### config.mk
export PLATFORM = sky130hd
export DESIGN_NAME = eeprom_bist
export DESIGN_NICKNAME = d
export VERILOG_FILES = /design/src/rtl/eeprom_bist.sv
export SDC_FILE = /design/constraint.sdc
export NUM_CORES = 1
export LEC_CHECK = 0
export BUFFER_PORTS_ARGS = -buffer_cell sky130_fd_sc_hd__buf_2
export CAP_MARGIN = 0
export CORE_ASPECT_RATIO = 0.5
export CORE_UTILIZATION = 35
export CTS_CLUSTER_SIZE = 20
export DETAILED_ROUTE_END_ITERATION = 6
export GPL_TIMING_DRIVEN = 0
export SETUP_SLACK_MARGIN = 0.5
export SLEW_MARGIN = 20
export SYNTH_ARGS = -nofsm -noshare
export SYNTH_HDL_FRONTEND = slang
export SYNTH_SLANG_ARGS = --single-unit
### constraint.sdc
create_clock -name clk -period 3.63 [get_ports clk]
set_input_delay 0.726 -clock clk [delete_from_list [all_inputs] [get_ports clk]]
set_output_delay 0.726 -clock clk [all_outputs]
set_load 0.02 [all_outputs]
### src/rtl/eeprom_bist.sv
// eeprom_bist: self-test sequencer that masters the EEPROM driver UI with
// write / wait / read-back bursts carrying a seeded address pattern.
module eeprom_bist #(
  parameter int unsigned P_RW_NUMBER   = 8,
  parameter int unsigned P_BURSTS      = 4,
  parameter logic [2:0]  P_SLAVE_ADDR  = 3'd3,
  parameter logic [15:0] P_BASE_ADDR   = 16'h0000,
  parameter logic [15:0] P_ADDR_STEP   = 16'h0008,
  parameter int unsigned P_WAIT_CYCLES = 625,
  parameter logic [7:0]  P_SEED        = 8'h5A
) (
  input  logic        clk,
  input  logic        rst,
  input  logic        i_start,
  input  logic [1:0]  i_mode,
  output logic        o_busy,
  output logic        o_done,
  output logic        o_pass,
  output logic [15:0] o_err_cnt,
  output logic [15:0] o_first_err_addr,
  output logic [2:0]  o_ctrl_slave_addr,
  output logic [15:0] o_ctrl_rw_addr,
  output logic [7:0]  o_ctrl_num,
  output logic        o_ctrl_type,
  output logic        o_ctrl_valid,
  input  logic        i_ctrl_ready,
  output logic [7:0]  o_ctrl_wr_data,
  output logic        o_ctrl_wr_sop,
  output logic        o_ctrl_wr_eop,
  output logic        o_ctrl_wr_valid,
  input  logic [7:0]  i_ctrl_rd_data,
  input  logic        i_ctrl_rd_valid
);

  // state   | meaning
  // IDLE    | waiting for start        WR_REQ  | present write request
  // WR_DATA | stream N pattern bytes   WR_WAIT | ready, then write-cycle delay
  // RD_REQ  | present read request     RD_DATA | compare N returned bytes
  // NEXT    | advance burst            DONE    | pulse done, latch pass
  typedef enum logic [2:0] {
    S_IDLE, S_WR_REQ, S_WR_DATA, S_WR_WAIT, S_RD_REQ, S_RD_DATA, S_NEXT, S_DONE
  } state_t;

  localparam logic [7:0]  NUM       = 8'(P_RW_NUMBER);
  localparam logic [7:0]  LAST_BYTE = NUM - 8'd1;
  localparam logic [16:0] BURSTS    = 17'(P_BURSTS);
  localparam int          WW        = (P_WAIT_CYCLES > 0) ? $clog2(P_WAIT_CYCLES + 1) : 1;
  localparam logic [WW-1:0] WAIT_INIT = WW'(P_WAIT_CYCLES);

  state_t          state, state_next;
  logic [1:0]      mode;
  logic [15:0]     burst_idx;
  logic [15:0]     burst_addr;
  logic [7:0]      byte_idx;
  logic [WW-1:0]   wait_cnt;
  logic            wait_armed;
  logic            busy, pass;
  logic [15:0]     err_cnt, first_err_addr;

  logic [15:0]     byte_addr;
  logic [7:0]      pattern;
  logic [16:0]     burst_next;
  logic            wr_only, rd_only, last_byte;

  assign byte_addr  = burst_addr + 16'(byte_idx);
  assign pattern    = byte_addr[7:0] ^ P_SEED;
  assign burst_next = {1'b0, burst_idx} + 17'd1;
  assign wr_only    = (mode == 2'b01);
  assign rd_only    = (mode == 2'b10);
  assign last_byte  = (byte_idx == LAST_BYTE);

  assign o_busy           = busy;
  assign o_pass           = pass;
  assign o_err_cnt        = err_cnt;
  assign o_first_err_addr = first_err_addr;

  always_ff @(posedge clk) begin
    if (rst) state <= S_IDLE;
    else     state <= state_next;
  end

  always_comb begin
    state_next        = state;
    o_done            = 1'b0;
    o_ctrl_valid      = 1'b0;
    o_ctrl_slave_addr = 3'd0;
    o_ctrl_rw_addr    = 16'd0;
    o_ctrl_num        = 8'd0;
    o_ctrl_type       = 1'b0;
    o_ctrl_wr_data    = 8'd0;
    o_ctrl_wr_sop     = 1'b0;
    o_ctrl_wr_eop     = 1'b0;
    o_ctrl_wr_valid   = 1'b0;
    case (state)
      S_IDLE: begin
        if (i_start) state_next = (i_mode == 2'b10) ? S_RD_REQ : S_WR_REQ;
      end
      S_WR_REQ, S_RD_REQ: begin
        // Request is only offered while the driver is idle; fields stay zero otherwise.
        if (i_ctrl_ready) begin
          o_ctrl_valid      = 1'b1;
          o_ctrl_slave_addr = P_SLAVE_ADDR;
          o_ctrl_rw_addr    = burst_addr;
          o_ctrl_num        = NUM;
          o_ctrl_type       = (state == S_RD_REQ);
          state_next        = (state == S_RD_REQ) ? S_RD_DATA : S_WR_DATA;
        end
      end
      S_WR_DATA: begin
        o_ctrl_wr_valid = 1'b1;
        o_ctrl_wr_data  = pattern;
        o_ctrl_wr_sop   = (byte_idx == 8'd0);
        o_ctrl_wr_eop   = last_byte;
        if (last_byte) state_next = S_WR_WAIT;
      end
      S_WR_WAIT: begin
        if (wait_armed && wait_cnt == '0) state_next = wr_only ? S_NEXT : S_RD_REQ;
      end
      S_RD_DATA: begin
        if (i_ctrl_rd_valid && last_byte) state_next = S_NEXT;
      end
      S_NEXT: begin
        if (burst_next == BURSTS) state_next = S_DONE;
        else                      state_next = rd_only ? S_RD_REQ : S_WR_REQ;
      end
      S_DONE: begin
        o_done     = 1'b1;
        state_next = S_IDLE;
      end
      default: state_next = S_IDLE;
    endcase
  end

  always_ff @(posedge clk) begin
    if (rst) begin
      mode           <= 2'b00;
      burst_idx      <= 16'd0;
      burst_addr     <= 16'd0;
      byte_idx       <= 8'd0;
      wait_cnt       <= '0;
      wait_armed     <= 1'b0;
      busy           <= 1'b0;
      pass           <= 1'b0;
      err_cnt        <= 16'd0;
      first_err_addr <= 16'd0;
    end else begin
      case (state)
        S_IDLE: begin
          if (i_start) begin
            mode           <= (i_mode == 2'b11) ? 2'b00 : i_mode;
            err_cnt        <= 16'd0;
            first_err_addr <= 16'd0;
            pass           <= 1'b0;
            busy           <= 1'b1;
            burst_idx      <= 16'd0;
            burst_addr     <= P_BASE_ADDR;
            byte_idx       <= 8'd0;
          end
        end
        S_WR_REQ, S_RD_REQ: byte_idx <= 8'd0;
        S_WR_DATA: begin
          byte_idx <= byte_idx + 8'd1;
          if (last_byte) begin
            wait_cnt   <= WAIT_INIT;
            wait_armed <= 1'b0;
          end
        end
        S_WR_WAIT: begin
          // The delay only starts once the driver reports the write finished.
          if (!wait_armed) begin
            if (i_ctrl_ready) wait_armed <= 1'b1;
          end else if (wait_cnt != '0) begin
            wait_cnt <= wait_cnt - WW'(1);
          end
        end
        S_RD_DATA: begin
          if (i_ctrl_rd_valid) begin
            byte_idx <= byte_idx + 8'd1;
            if (i_ctrl_rd_data != pattern) begin
              if (err_cnt != 16'hFFFF) err_cnt <= err_cnt + 16'd1;
              if (err_cnt == 16'd0)    first_err_addr <= byte_addr;
            end
          end
        end
        S_NEXT: begin
          burst_idx  <= burst_next[15:0];
          burst_addr <= burst_addr + P_ADDR_STEP;
          byte_idx   <= 8'd0;
        end
        S_DONE: begin
          busy <= 1'b0;
          pass <= (err_cnt == 16'd0);
        end
        default: ;
      endcase
    end
  end

endmodule

==> summary.md <==
| Metric | Value |
|---|---|
| CTS Sinks | between 80 and 90 |
| Io pins | 90 |
| Yosys warns | 0 |
| Critical path class | reg -> out |
| DPL Wire Length | a little over 10,000 um |
| Lkg Pwr | around 0.0025 uW |
| Drt pass-1 iters | 6 |
| Vias per cell | 5.29 |
| Setup total negative slack | 0 ns |
| Gr ovfl total | 0 |
| CTS tree | built |
| Post-Syn Area | a little over 5000 um2 |
| Tcrit/Tclk final | 0.812 |
| # Max-Cap Violations | 0 |
| Asr flop ratio synth | 0 |
| CTS max path bufs | 2 |
| Final Hold Fails | 0 |
| Reg-to-reg critical path startpoint | burst_addr[6] |
| Fin crit period | 2.95 ns |
| Post-CTS setup buffer count | 0 |
| Global-route usage over all layers | 0.184 |
| Synth cell types | 64 |
| Status | finished clean |
| Vias in the first global route | about 4.4k |
| RD Place Congestion | between 0.8 and 0.9 |
| Share of cells above drive strength 1 | 0.186 |
| Area growth syn-to-layout | 20.1% |
| Fmax | 339 MHz |
| # DRC | 0 |
| Drt wl/cell | 14.8 um |
| Initial Util | 0.358 |
| Sw Share | 0.362 |
| Slew of the pin with the lowest slew margin | roughly 0.8 ns |
| Worst-skew pair later-pin latency | 0.34 ns |
| Largest net degree at the start of global routing | 14 |
| Initial antenna violation count | 0 |
| Worst setup SP type | register |
| Largest fanout on the critical path | 9 |
| Met2 Use GR | 0.296 |
| Area of the core | between 10,000 and 15,000 um2 |
| Number of port buffers | between 70 and 80 |
| Unrepaired setup endpoints after global routing | no |
| Total CTS buffers | 9 |
| DIE AREA | approximately 15,000 um2 |
| Busiest grt layer | met2 |
| Reg2reg end | o_err_cnt[14] |
| Clock Power Share | 0.337 |
| Pwr/cell area | ~480 nW/um2 |
| NumNets Final | 791 |
| Via Count | a little over 5k |
| GR Util met3 | 0.0352 |
| First-pass GRT wire length | approximately 23,000 um |
| Avg Cell Area, Syn | 7.80 um2 |
| Root buf cell | clkbuf_16 |
| Hold Buf Count CTS | 0 |
| Register area share after synthesis | 0.336 |
| Reg2Reg Depth | 9 |
| Clock skew | approximately 0.0059 ns |
| Met1 Use GR | 0.251 |
| Critical Path RT | ~2.9 ns |
| Max_slew headroom | 0.455 |
| CP Launch Point | state[1] |
| Worst min path class | reg -> reg |
| Final setup vio count | 0 |
| Detail Route Antenna Nets | 0 |
| Die Height | 88.0 um |
| Filler cells | between 1k and 1.5k |
| Flop pwr share | 0.344 |
| Maximum level of the CTS H-tree | 3 |
| Flop and latch count out of synthesis | 87 |
| Cells after Synth | about 660 |
| Hold path startpoint | o_first_err_addr[11] |
| Internal | approximately 1900 uW |
| Critical path arrival | roughly 2.2 ns |
| Worst setup EP type | primary output |
| Psw | approximately 1100 uW |
| Comb pwr share | 0.320 |
| Max VDD drop | roughly 0.25 mV |
| Iteration-0 DRC Markers | approximately 420 |
| Register-to-register setup slack | 0.68 ns |
| Number of synthesized flops with an enable pin | 0 |
| Core Util, Final | 0.430 |
| Horiz. Die Dim | approximately 170 um |
| N_diodes | 0 |
| Fin. max-slew vios | 0 |
| Critical Path End | o_ctrl_wr_eop |
| Row count | 31 |
| Total Wirelength | roughly 14,000 um |
| Clock transition at the registers of the reported paths | approximately 0.06 ns |
| Synth Flop Type | dfxtp_1 |
-- power groups by stage --
stage / sequential, uW / combinational (uW) / clock, uW
after floorplan: 1050 / 640 / 0
after global placement: 1050 / 917 / 0
after detailed placement: 1050 / 918 / 0
after CTS: 1020 / 928 / 1020
after global routing: 1030 / 1050 / 1060
final: 1020 / 953 / 1000
-- per-layer routing --
metal | vias up | wire length [um]
met4 | 0 | 198
met3 | 23 | 726
met1 | 2370 | 6950
li1 | 2583 | -
met5 | - | 0
met2 | 130 | 6360
-- worst min path at each step --
stage                                       to  slack, ns  depth (start not counted)
after floorplan                     wait_armed       0.44                          2
after global placement    o_first_err_addr[11]       0.44                          2
after detailed placement  o_first_err_addr[11]       0.45                          2
after CTS                 o_first_err_addr[11]       0.46                          2
after global routing      o_first_err_addr[11]       0.48                          2
final                     o_first_err_addr[11]       0.46                          2
-- area by class of cell --
class / instances / area (um2) / share of cell area
buffer: 54 / 283 / 0.0454
clock inverter: 3 / 67.6 / 0.0109
timing repair buffer: 78 / 390 / 0.0627
tap: 198 / 248 / 0.0398
sequential: 87 / 1740 / 0.280
multi-input combinational: 515 / 3180 / 0.511
inverter: 18 / 67.6 / 0.0109
clock buffer: 12 / 246 / 0.0396
-- critical path, stage by stage, from the launching register on --
cell	delay [ns]
dfxtp_1	0.43
or3b_1	0.37
buf_2	0.18
or4b_4	0.53
buf_6	0.16
inv_1	0.05
buf_2	0.15
-- cells by family (layout without fill, tap and decap cells) --
family	Yosys count	after routing	share of synthesized area
AND/OR/NAND/NOR	284	284	0.294
other	1	11	0.000724
multiplexers	6	6	0.0121
adder cells (fa/ha/maj)	13	13	0.0314
buffers and inverters	72	165	0.0659
flip-flops	87	87	0.336
XOR/XNOR	32	32	0.0594
AO/OA/AOI/OAI	169	169	0.201
-- metrics by stage --
step	total power [uW]	worst slack [ns]	std cells	instance area [um2]	hold slack, ns
6_report	2980	0.683	965	6220	0.457
2_1_floorplan	1690	0.933	674	5220	0.437
3_3_place_gp	1960	0.370	950	5860	0.443
3_5_place_dp	1960	0.320	950	5860	0.450
4_1_cts	2970	0.475	965	6180	0.464
5_1_grt	3140	0.483	965	6220	0.479
-- registers in the layout, indices dropped and copies added (netlist names) --
name / flops
burst_idx: 16
o_err_cnt: 16
o_first_err_addr: 16
burst_addr: 13
wait_cnt: 10
byte_idx: 8
state: 3
mode: 2
o_busy: 1
o_pass: 1
wait_armed: 1
-- layout by cell type (no fill, tap or decap), types with 4 or more instances in the layout --
cell	n
a211oi_1	5
a21oi_1	68
a311oi_1	6
a31oi_1	7
and2_1	19
and3_1	11
and4_1	5
buf_2	81
buf_4	14
clkbuf_1	30
clkbuf_16	9
clkbuf_2	7
conb_1	11
dfxtp_1	86
ha_1	13
inv_1	18
nand2_1	43
nand2b_1	6
nand3_1	30
nand3b_1	10
nand4_1	9
nor2_1	75
nor3_1	14
nor3b_1	8
nor4_1	8
o2111ai_1	4
o211ai_1	4
o21ai_0	34
o22ai_1	5
o2bb2ai_1	5
o31ai_1	6
o41ai_1	6
or2_2	6
or3_1	15
or4_1	10
xnor2_1	16
xor2_1	14
-- synthesized netlist by cell type, types with 7 or more instances --
cell type / n / area share
a21oi_1: 70 / 0.068
a31oi_1: 7 / 0.0084
and2_1: 19 / 0.023
and3_1: 11 / 0.013
buf_4: 14 / 0.020
clkbuf_1: 34 / 0.025
dfxtp_1: 87 / 0.34
ha_1: 13 / 0.031
inv_1: 18 / 0.013
nand2_1: 43 / 0.031
nand3_1: 30 / 0.029
nand3b_1: 10 / 0.014
nand4_1: 9 / 0.011
nor2_1: 75 / 0.054
nor3_1: 14 / 0.014
nor3b_1: 8 / 0.012
nor4_1: 8 / 0.0097
o21ai_0: 34 / 0.033
or3_1: 15 / 0.018
or4_1: 10 / 0.014
xnor2_1: 16 / 0.027
xor2_1: 14 / 0.024
-- timing repair --
| action | CTS | global route |
|---|---|---|
| endpoints found under the setup margin | 39 | 43 |
| resized for setup | 4 | 18 |
| pin swaps | 0 | 1 |
Note: power is estimated with default switching activity, not from simulation.
